## src/rtl/rect_plot_ctrl_if.sv

```systemverilog
// Operator/pixel-sink bundle for rect_plot_ctrl: corner and colour entry on
// one side, a valid/ready pixel stream and status flags on the other.
interface rect_plot_ctrl_if;
  logic       go;
  logic [7:0] x_in;
  logic [6:0] y_in;
  logic [2:0] colour_in;
  logic       ready;
  logic [7:0] x_out;
  logic [6:0] y_out;
  logic [2:0] colour_out;
  logic       plot;
  logic       busy;
  logic       done;

  modport master (
    output go, x_in, y_in, colour_in, ready,
    input  x_out, y_out, colour_out, plot, busy, done
  );

  modport slave (
    input  go, x_in, y_in, colour_in, ready,
    output x_out, y_out, colour_out, plot, busy, done
  );
endinterface

```

## src/rtl/rect_plot_ctrl.sv

```systemverilog
// Filled-rectangle plotter: two go presses enter opposite corners, then the
// rectangle is emitted in raster order as a valid/ready pixel stream.
module rect_plot_ctrl #(
  parameter int X_MAX = 159,
  parameter int Y_MAX = 119
) (
  input  logic             clk,
  input  logic             resetn,
  rect_plot_ctrl_if.slave  bus
);

  localparam logic [7:0] XLIM = 8'(X_MAX);
  localparam logic [6:0] YLIM = 7'(Y_MAX);

  typedef enum logic [2:0] {
    LOAD_TOP = 3'd0,
    TOP_WAIT = 3'd1,
    LOAD_BOT = 3'd2,
    BOT_WAIT = 3'd3,
    DRAW     = 3'd4,
    DONE     = 3'd5
  } state_t;

  function automatic logic [7:0] clamp_x(input logic [7:0] v);
    return (v > XLIM) ? XLIM : v;
  endfunction

  function automatic logic [6:0] clamp_y(input logic [6:0] v);
    return (v > YLIM) ? YLIM : v;
  endfunction

  state_t     state_q;
  logic [7:0] ax_q, bx_q, xmin_q, xmax_q, cx_q;
  logic [6:0] ay_q, by_q, ymin_q, ymax_q, cy_q;
  logic [2:0] col_q;
  logic       plot_q, busy_q, done_q;

  logic [7:0] xin_d, xmin_d, xmax_d;
  logic [6:0] yin_d, ymin_d, ymax_d;

  // Clamped corner inputs and the bounding box of the two stored corners.
  always_comb begin
    xin_d  = clamp_x(bus.x_in);
    yin_d  = clamp_y(bus.y_in);
    xmin_d = (ax_q < bx_q) ? ax_q : bx_q;
    xmax_d = (ax_q < bx_q) ? bx_q : ax_q;
    ymin_d = (ay_q < by_q) ? ay_q : by_q;
    ymax_d = (ay_q < by_q) ? by_q : ay_q;
  end

  // Control FSM, corner capture, raster counters and registered outputs.
  always_ff @(posedge clk) begin
    if (!resetn) begin
      state_q <= LOAD_TOP;
      ax_q    <= 8'd0;
      bx_q    <= 8'd0;
      xmin_q  <= 8'd0;
      xmax_q  <= 8'd0;
      cx_q    <= 8'd0;
      ay_q    <= 7'd0;
      by_q    <= 7'd0;
      ymin_q  <= 7'd0;
      ymax_q  <= 7'd0;
      cy_q    <= 7'd0;
      col_q   <= 3'd0;
      plot_q  <= 1'b0;
      busy_q  <= 1'b0;
      done_q  <= 1'b0;
    end else begin
      case (state_q)
        LOAD_TOP, DONE: begin
          if (bus.go) begin
            ax_q    <= xin_d;
            ay_q    <= yin_d;
            done_q  <= 1'b0;
            state_q <= TOP_WAIT;
          end else begin
            state_q <= state_q;
          end
        end
        TOP_WAIT: begin
          if (!bus.go) state_q <= LOAD_BOT;
          else         state_q <= TOP_WAIT;
        end
        LOAD_BOT: begin
          if (bus.go) begin
            bx_q    <= xin_d;
            by_q    <= yin_d;
            col_q   <= bus.colour_in;
            state_q <= BOT_WAIT;
          end else begin
            state_q <= LOAD_BOT;
          end
        end
        BOT_WAIT: begin
          if (!bus.go) begin
            xmin_q  <= xmin_d;
            xmax_q  <= xmax_d;
            ymin_q  <= ymin_d;
            ymax_q  <= ymax_d;
            cx_q    <= xmin_d;
            cy_q    <= ymin_d;
            plot_q  <= 1'b1;
            busy_q  <= 1'b1;
            state_q <= DRAW;
          end else begin
            state_q <= BOT_WAIT;
          end
        end
        DRAW: begin
          // go is deliberately not looked at here; only the sink paces the fill.
          if (bus.ready) begin
            if (cx_q < xmax_q) begin
              cx_q <= cx_q + 8'd1;
            end else if (cy_q < ymax_q) begin
              cx_q <= xmin_q;
              cy_q <= cy_q + 7'd1;
            end else begin
              plot_q  <= 1'b0;
              busy_q  <= 1'b0;
              done_q  <= 1'b1;
              state_q <= DONE;
            end
          end else begin
            state_q <= DRAW;
          end
        end
        default: begin
          plot_q  <= 1'b0;
          busy_q  <= 1'b0;
          done_q  <= 1'b0;
          state_q <= LOAD_TOP;
        end
      endcase
    end
  end

  assign bus.x_out      = cx_q;
  assign bus.y_out      = cy_q;
  assign bus.colour_out = col_q;
  assign bus.plot       = plot_q;
  assign bus.busy       = busy_q;
  assign bus.done       = done_q;

endmodule

```

## src/flat_wrapper.sv

```systemverilog
// flat-port wrapper written by rule: the top's interface ports become plain ports
module rect_plot_ctrl_flat 
#(
  parameter int X_MAX = 159,
  parameter int Y_MAX = 119
)
  (clk, resetn, bus_go, bus_x_in, bus_y_in, bus_colour_in, bus_ready, bus_x_out, bus_y_out, bus_colour_out, bus_plot, bus_busy, bus_done);
  rect_plot_ctrl_if bus_i ();
  input  logic clk;
  input  logic resetn;
  input wire logic [$bits(bus_i.go)-1:0] bus_go;
  input wire logic [$bits(bus_i.x_in)-1:0] bus_x_in;
  input wire logic [$bits(bus_i.y_in)-1:0] bus_y_in;
  input wire logic [$bits(bus_i.colour_in)-1:0] bus_colour_in;
  input wire logic [$bits(bus_i.ready)-1:0] bus_ready;
  output wire logic [$bits(bus_i.x_out)-1:0] bus_x_out;
  output wire logic [$bits(bus_i.y_out)-1:0] bus_y_out;
  output wire logic [$bits(bus_i.colour_out)-1:0] bus_colour_out;
  output wire logic [$bits(bus_i.plot)-1:0] bus_plot;
  output wire logic [$bits(bus_i.busy)-1:0] bus_busy;
  output wire logic [$bits(bus_i.done)-1:0] bus_done;
  assign bus_i.go = bus_go;
  assign bus_i.x_in = bus_x_in;
  assign bus_i.y_in = bus_y_in;
  assign bus_i.colour_in = bus_colour_in;
  assign bus_i.ready = bus_ready;
  assign bus_x_out = bus_i.x_out;
  assign bus_y_out = bus_i.y_out;
  assign bus_colour_out = bus_i.colour_out;
  assign bus_plot = bus_i.plot;
  assign bus_busy = bus_i.busy;
  assign bus_done = bus_i.done;
  rect_plot_ctrl #(.X_MAX(X_MAX), .Y_MAX(Y_MAX)) u_core (.clk(clk), .resetn(resetn), .bus(bus_i));
endmodule
```

## config.mk

```make
export PLATFORM = sky130hd
export DESIGN_NAME = rect_plot_ctrl_flat
export DESIGN_NICKNAME = d
export VERILOG_FILES = /design/src/rtl/rect_plot_ctrl_if.sv /design/src/rtl/rect_plot_ctrl.sv /design/src/flat_wrapper.sv
export SDC_FILE = /design/constraint.sdc
export NUM_CORES = 1
export LEC_CHECK = 0
export CAP_MARGIN = 20
export CORE_UTILIZATION = 57
export CTS_CLUSTER_DIAMETER = 30
export DETAILED_ROUTE_END_ITERATION = 8
export PLACE_DENSITY = 0.79
export SLEW_MARGIN = 20
export SYNTH_ARGS = -nofsm -noshare
export SYNTH_HDL_FRONTEND = slang
export SYNTH_SLANG_ARGS = --single-unit
```

## constraint.sdc

```tcl
create_clock -name clk -period 2.85 [get_ports clk]
set_input_delay 0.285 -clock clk [delete_from_list [all_inputs] [get_ports clk]]
set_output_delay 0.285 -clock clk [all_outputs]
set_load 0.02 [all_outputs]
```

* After elaboration in Yosys (flattened, before gate mapping)
Cells that the tools add are included.
** Storage, ports and cells
- Bits in registers :: 76
- Input port bits :: 22
- Output and inout bits :: 21
- Word-level logic and storage cells :: 85
** Operators by class
- Add/sub/neg operators :: 2
- Order comparisons :: 6
- Equal/unequal tests :: 14
- Mux-type cells :: 34
- Bitwise gates (word level) :: 3
- Reduce and logical (&&, ||, !) cells :: 13
** Operators with widths (count)
- $mux W8 :: 7
- $mux W7 :: 7
- $lt A8 B8 Y1 :: 2
- $pmux W8 S2 :: 1
- $mux W3 :: 5
- $pmux W3 S5 :: 1
- $reduce_and A5 Y1 :: 3
- $lt A7 B7 Y1 :: 2
- $pmux W7 S2 :: 1
- $ne A2 B2 Y1 const B :: 5
- $mux W1 :: 9
- $add A8 B1 Y8 const B :: 1
- $gt A8 B8 Y1 const B :: 1
- $add A7 B1 Y7 const B :: 1
- $gt A7 B7 Y1 const B :: 1
- $eq A3 B2 Y1 const B :: 2
- $eq A3 B3 Y1 const B :: 2
- $ne A3 B3 Y1 const B :: 2
- $pmux W1 S3 :: 2
- $reduce_and A2 Y1 :: 3
- $reduce_and A4 Y1 :: 1
- $reduce_or A4 Y1 :: 1
- $eq A3 B1 Y1 const B :: 1
- $logic_not A3 Y1 :: 1
- 8 further kinds :: 10

* Depth between registers and ports, before layout
- Depth in word-level cells :: 5
- Gate-level depth with buffers :: 11
- Depth with buffers taken out :: 9

* Least setup slack after synthesis
Ideal clock, no wire load.
- Kind :: reg-to-reg
- From :: register u_core.cx_q[2], in the netlist u_core.bus.x_out[2]
- To :: register u_core.cx_q[7], in the netlist u_core.bus.x_out[7]
- Library setup time :: 0.119 ns
- Data arrival time :: 2.089 ns
- Required time :: 2.731 ns
- Setup slack :: 0.642 ns
- Stages on the path, launching flop included :: 9
- Path buffers :: 1
- Clock period less this slack :: 2.208 ns
- Path through :: dfxtp_1 -> ha_1 -> nor4_2 -> a21oi_1 -> a221o_2 -> a31oi_2 -> buf_4 -> o21ai_0 -> o221a_2
** Between the ends
- Longest elaborated chain between the ends :: 4
- Elaborated cells between the ends (all ways) :: 7
- Classes of those cells :: add/sub: 1; order compare: 1; eq/ne: 1; mux: 3; reduce/logical: 1
** Ends and longest elaborated chain
- from (decl) :: line rect_plot_ctrl.sv:33 : logic [7:0] ax_q, bx_q, xmin_q, xmax_q, cx_q;
- from (signal assigned) :: line rect_plot_ctrl.sv:101 : cx_q <= xmin_d;
- from (signal assigned) :: line rect_plot_ctrl.sv:114 : cx_q <= cx_q + 8'd1;
- from (signal assigned) :: line rect_plot_ctrl.sv:116 : cx_q <= xmin_q;
- $add A8 B1 Y8 / $lt A8 B8 Y1 (equally long branches) :: line rect_plot_ctrl.sv:114, rect_plot_ctrl.sv:113
- $mux W8 :: line rect_plot_ctrl.sv:113 : if (cx_q < xmax_q) begin
- $mux W8 :: line rect_plot_ctrl.sv:112 : if (bus.ready) begin
- $pmux W8 S2 :: line rect_plot_ctrl.sv:70 : case (state_q)
Several ways; a longest one is shown, not always the timed one. The select of a mux whose other input is x is not followed.
A chain may end at the register's enable or synchronous reset.

* Final worst setup path
- From :: register u_core.bx_q[3]
- To :: register u_core.cx_q[7], in the netlist u_core.bus.x_out[7]
** Between the ends
- Longest elaborated chain between the ends :: 4
** Ends and longest elaborated chain
- from (decl) :: line rect_plot_ctrl.sv:33
- from (signal assigned) :: line rect_plot_ctrl.sv:87 : bx_q <= xin_d;
- $lt A8 B8 Y1 :: line rect_plot_ctrl.sv:45 : xmin_d = (ax_q < bx_q) ? ax_q : bx_q;
- $mux W8 :: line rect_plot_ctrl.sv:45
- $mux W8 :: line rect_plot_ctrl.sv:96 : if (!bus.go) begin
- $pmux W8 S2 :: line rect_plot_ctrl.sv:70
Every way passes these cells. The select of a mux whose other input is x is not followed.

==> out/qor.txt <==
Pre-antenna DRT Iters -> 5
Largest net degree at the start of global routing -> 42
Maximum VDD drop -> 0.387 mV
Nets -> 595
IO Pins -> 43
Gate Count Post-Synth -> 515
CP bufs+invs -> 1
Die area -> 7840 sq um
CP cell instances -> inv_1 > ha_1 > o21a_1 > a21oi_1 > a211oi_1 > or2_1 > mux2i_1 > o21ai_0 > o221a_2
1st-iter DRT viols -> 183
Comb pwr share -> 0.182
Die Y -> 88.5 um
Slowest CP cell -> or2_1
Most frequent cells in the layout -> dfxtp_1 (76), nand2_1 (63), nor2_1 (51)
Worst hold path type -> reg -> reg
Num CTS Buffers -> 9
Horiz. Die Dim -> 88.5 um
Arrival time at the worst endpoint -> 2.79 ns
Gr ovfl total -> 0
Root Buffer -> clkbuf_8
Synth Net Count -> 565
Clk pwr share -> 0.344
Sw Share -> 0.284
Max Slew Vio Count -> 0
Pint -> 0.00170 W
Crit path time final -> 2.54 ns
Async S/R FF share, synth -> 0
Hold Path End -> u_core.bus.colour_out[0]$_SDFFE_PN0P_
Dpl hpwl -> 7040 um
All-Layer GR Usage -> 0.275
PostCTS Resize Cnt -> 0
Global-route wire length before repair -> 16500 um
Period utilization -> 0.892
Yosys cell types -> 52
Post-route DRC -> 0
# hold bufs at CTS -> 0
Layout Area Growth over Synthesis -> 15.7%
Post-route core utilization -> 0.681
Postcts setup bufs -> 0
Min-delay src -> u_core.bus.colour_out[0]$_SDFFE_PN0P_
Layout cell share with drive strength beyond 1 -> 0.0765
Worst R2R Path Depth -> 9
DP Cell Count -> 633
Worst EP required -> 3.10 ns
Port-buffer cells -> 42
Critical Path Fanout Max -> 18
P_sw -> 0.000676 W
Slowest stage delay, CP -> 0.51 ns
Final setup vio count -> 0
Pleak -> 2.03 nW
Vias in the first global route -> 3415
Worst slew margin -> 0.643
Actual slew at the worst max-slew pin -> 0.536 ns
Clock slew at reported path FFs -> 0.08 ns
Detailed Route WL -> 9800 um
CTS max path bufs -> 2
Final ANT Viol Nets -> 0
Vias -> 3801
Htree depth -> 3
Status -> finished clean
RSZ-0062 raised after global routing -> false
FF-to-FF Start -> u_core.bx_q[3]$_SDFFE_PN0P_
Max_cap viols -> 0
Avg Vias per Cell -> 5.87
Row count -> 31
Initial Util -> 0.588
Worst setup path start -> u_core.bx_q[3]$_SDFFE_PN0P_
Ys flop type -> dfxtp_1
Register-to-register setup slack -> 0.31 ns
CP endpoint kind -> flop
CTS tree -> yes
Clock Skew -> 0.0104 ns
Synth Warn # -> 0
Seq pwr share -> 0.475
Netlist Area Pre-Place -> 4270 sq um
R2r endpoint -> u_core.bus.x_out[7]$_SDFFE_PN0P_
Sequential-to-total area share from yosys stat -> 0.356
Core Footprint -> 7250 sq um
Finished Layout Cells -> 648
Number of clock sinks -> 76
Final Hold Vio Count -> 0
Worst setup SP type -> flop
Latest clock arrival within the worst-skew pair -> 0.36 ns
Syn avg cell area -> 8.29 sq um
Peak Freq -> 393 MHz
Hold path depth -> 2
EDFF count, synth -> 0
Critical path's top delay family -> compound AO/OA/AOI/OAI gates
Crit path kind -> reg -> reg
FF+latch count, synth -> 76
Antenna diodes -> 0
Initial antenna violation count -> 0
Routability cong. -> 0.842
Commonest non-fill, non-tap cell in the layout -> dfxtp_1
PwrDens -> 482 nW/um^2
Setup TNS -> 0 ns
Post-DR wirelength/cell -> 15.1 um
## flip-flops by register name, summed over array words and instances, names as in the netlist, 8 cells and up
signal	count
u_core.xmin_q	8
u_core.bus.x_out	8
u_core.ax_q	8
u_core.xmax_q	8
u_core.bx_q	8
## worst max-delay path by stage
stage | to | slack [ns] | cells after the start
after global routing | u_core.bus.x_out[7]$_SDFFE_PN0P_ | 0.09 | 9
after global placement | u_core.bus.x_out[1]$_SDFFE_PN0P_ | 0.50 | 9
final | u_core.bus.x_out[7]$_SDFFE_PN0P_ | 0.31 | 9
after detailed placement | u_core.bus.x_out[7]$_SDFFE_PN0P_ | 0.36 | 9
after CTS | u_core.bus.x_out[7]$_SDFFE_PN0P_ | 0.35 | 9
after floorplan | u_core.bus.x_out[7]$_SDFFE_PN0P_ | 0.64 | 8
## Yosys cell counts, types with 2 or more instances
cell type,n,area share
nor2b_1,4,0.0059
buf_2,11,0.013
and3_1,9,0.013
xor2_1,4,0.0082
nand4_1,4,0.0059
nand2_1,63,0.055
a221o_1,4,0.0094
o22ai_1,6,0.0088
a21o_1,3,0.0053
o21a_1,3,0.0053
a211oi_1,20,0.035
o21ai_0,16,0.019
or3_2,2,0.0035
nor2_1,51,0.045
ha_1,28,0.082
a21oi_1,25,0.029
o221a_2,2,0.0053
or3_1,3,0.0044
a21boi_0,6,0.011
dfxtp_1,76,0.36
inv_1,34,0.030
or2_2,2,0.0029
buf_4,2,0.0035
o32a_1,2,0.0047
a21oi_2,2,0.0041
mux2i_1,25,0.059
nand3_1,15,0.018
o211a_1,20,0.047
nor3_1,9,0.011
clkbuf_1,16,0.014
xnor2_1,6,0.012
a31oi_1,2,0.0029
o211ai_1,15,0.026
buf_1,5,0.0044
nand2b_1,3,0.0044
## cell type report
type | instances | area [sq um]
multi-input combinational | 369 | 2460
fill | 604 | 2310
sequential | 76 | 1520
timing repair buffer | 54 | 510
clock buffer | 11 | 141
inverter | 35 | 131
tap | 99 | 124
clock inverter | 4 | 50.0
## power by group through the flow
| stage | registers [W] | logic (W) | clock network [W] |
|---|---|---|---|
| floorplan | 0.00114 | 0.000330 | 0 |
| global placement | 0.00115 | 0.000418 | 0 |
| detailed placement | 0.00115 | 0.000427 | 0 |
| CTS | 0.00113 | 0.000430 | 0.000831 |
| global route | 0.00113 | 0.000482 | 0.000887 |
| finish | 0.00113 | 0.000432 | 0.000818 |
## stage by stage
step | total power, W | cell area (sq um) | hold slack, ns | worst slack, ns
detailed placement | 0.00158 | 4750 | 0.468 | 0.357
floorplan | 0.00147 | 4270 | 0.420 | 0.642
global route | 0.00250 | 4940 | 0.507 | 0.0884
finish | 0.00238 | 4940 | 0.475 | 0.308
CTS | 0.00239 | 4940 | 0.480 | 0.347
global placement | 0.00157 | 4750 | 0.453 | 0.495
## worst min-delay path: stages, from the launching register on
cell	delay, ns
dfxtp_1	0.31
nand2_1	0.05
a21boi_0	0.07
## kinds of logic (layout without fill, tap and decap cells)
family,Yosys count,after routing,share of synthesized area
muxes,26,26,0.0613
xor gates and xnor gates,10,10,0.0205
and+or+nand+nor,170,170,0.178
DFF,76,76,0.356
AOI/OAI and AO/OA,135,135,0.233
buffers and inverters,70,104,0.0683
adders and majority gates,28,28,0.0821
## routing by layer
metal,routed length (um),up-vias,GRT usage
met4,151,0,0.0850
met3,545,12,0.0588
met5,0,-,0
li1,-,1888,-
met2,4250,120,0.409
met1,4860,1781,0.398
Power figures use the tool's default switching activity.
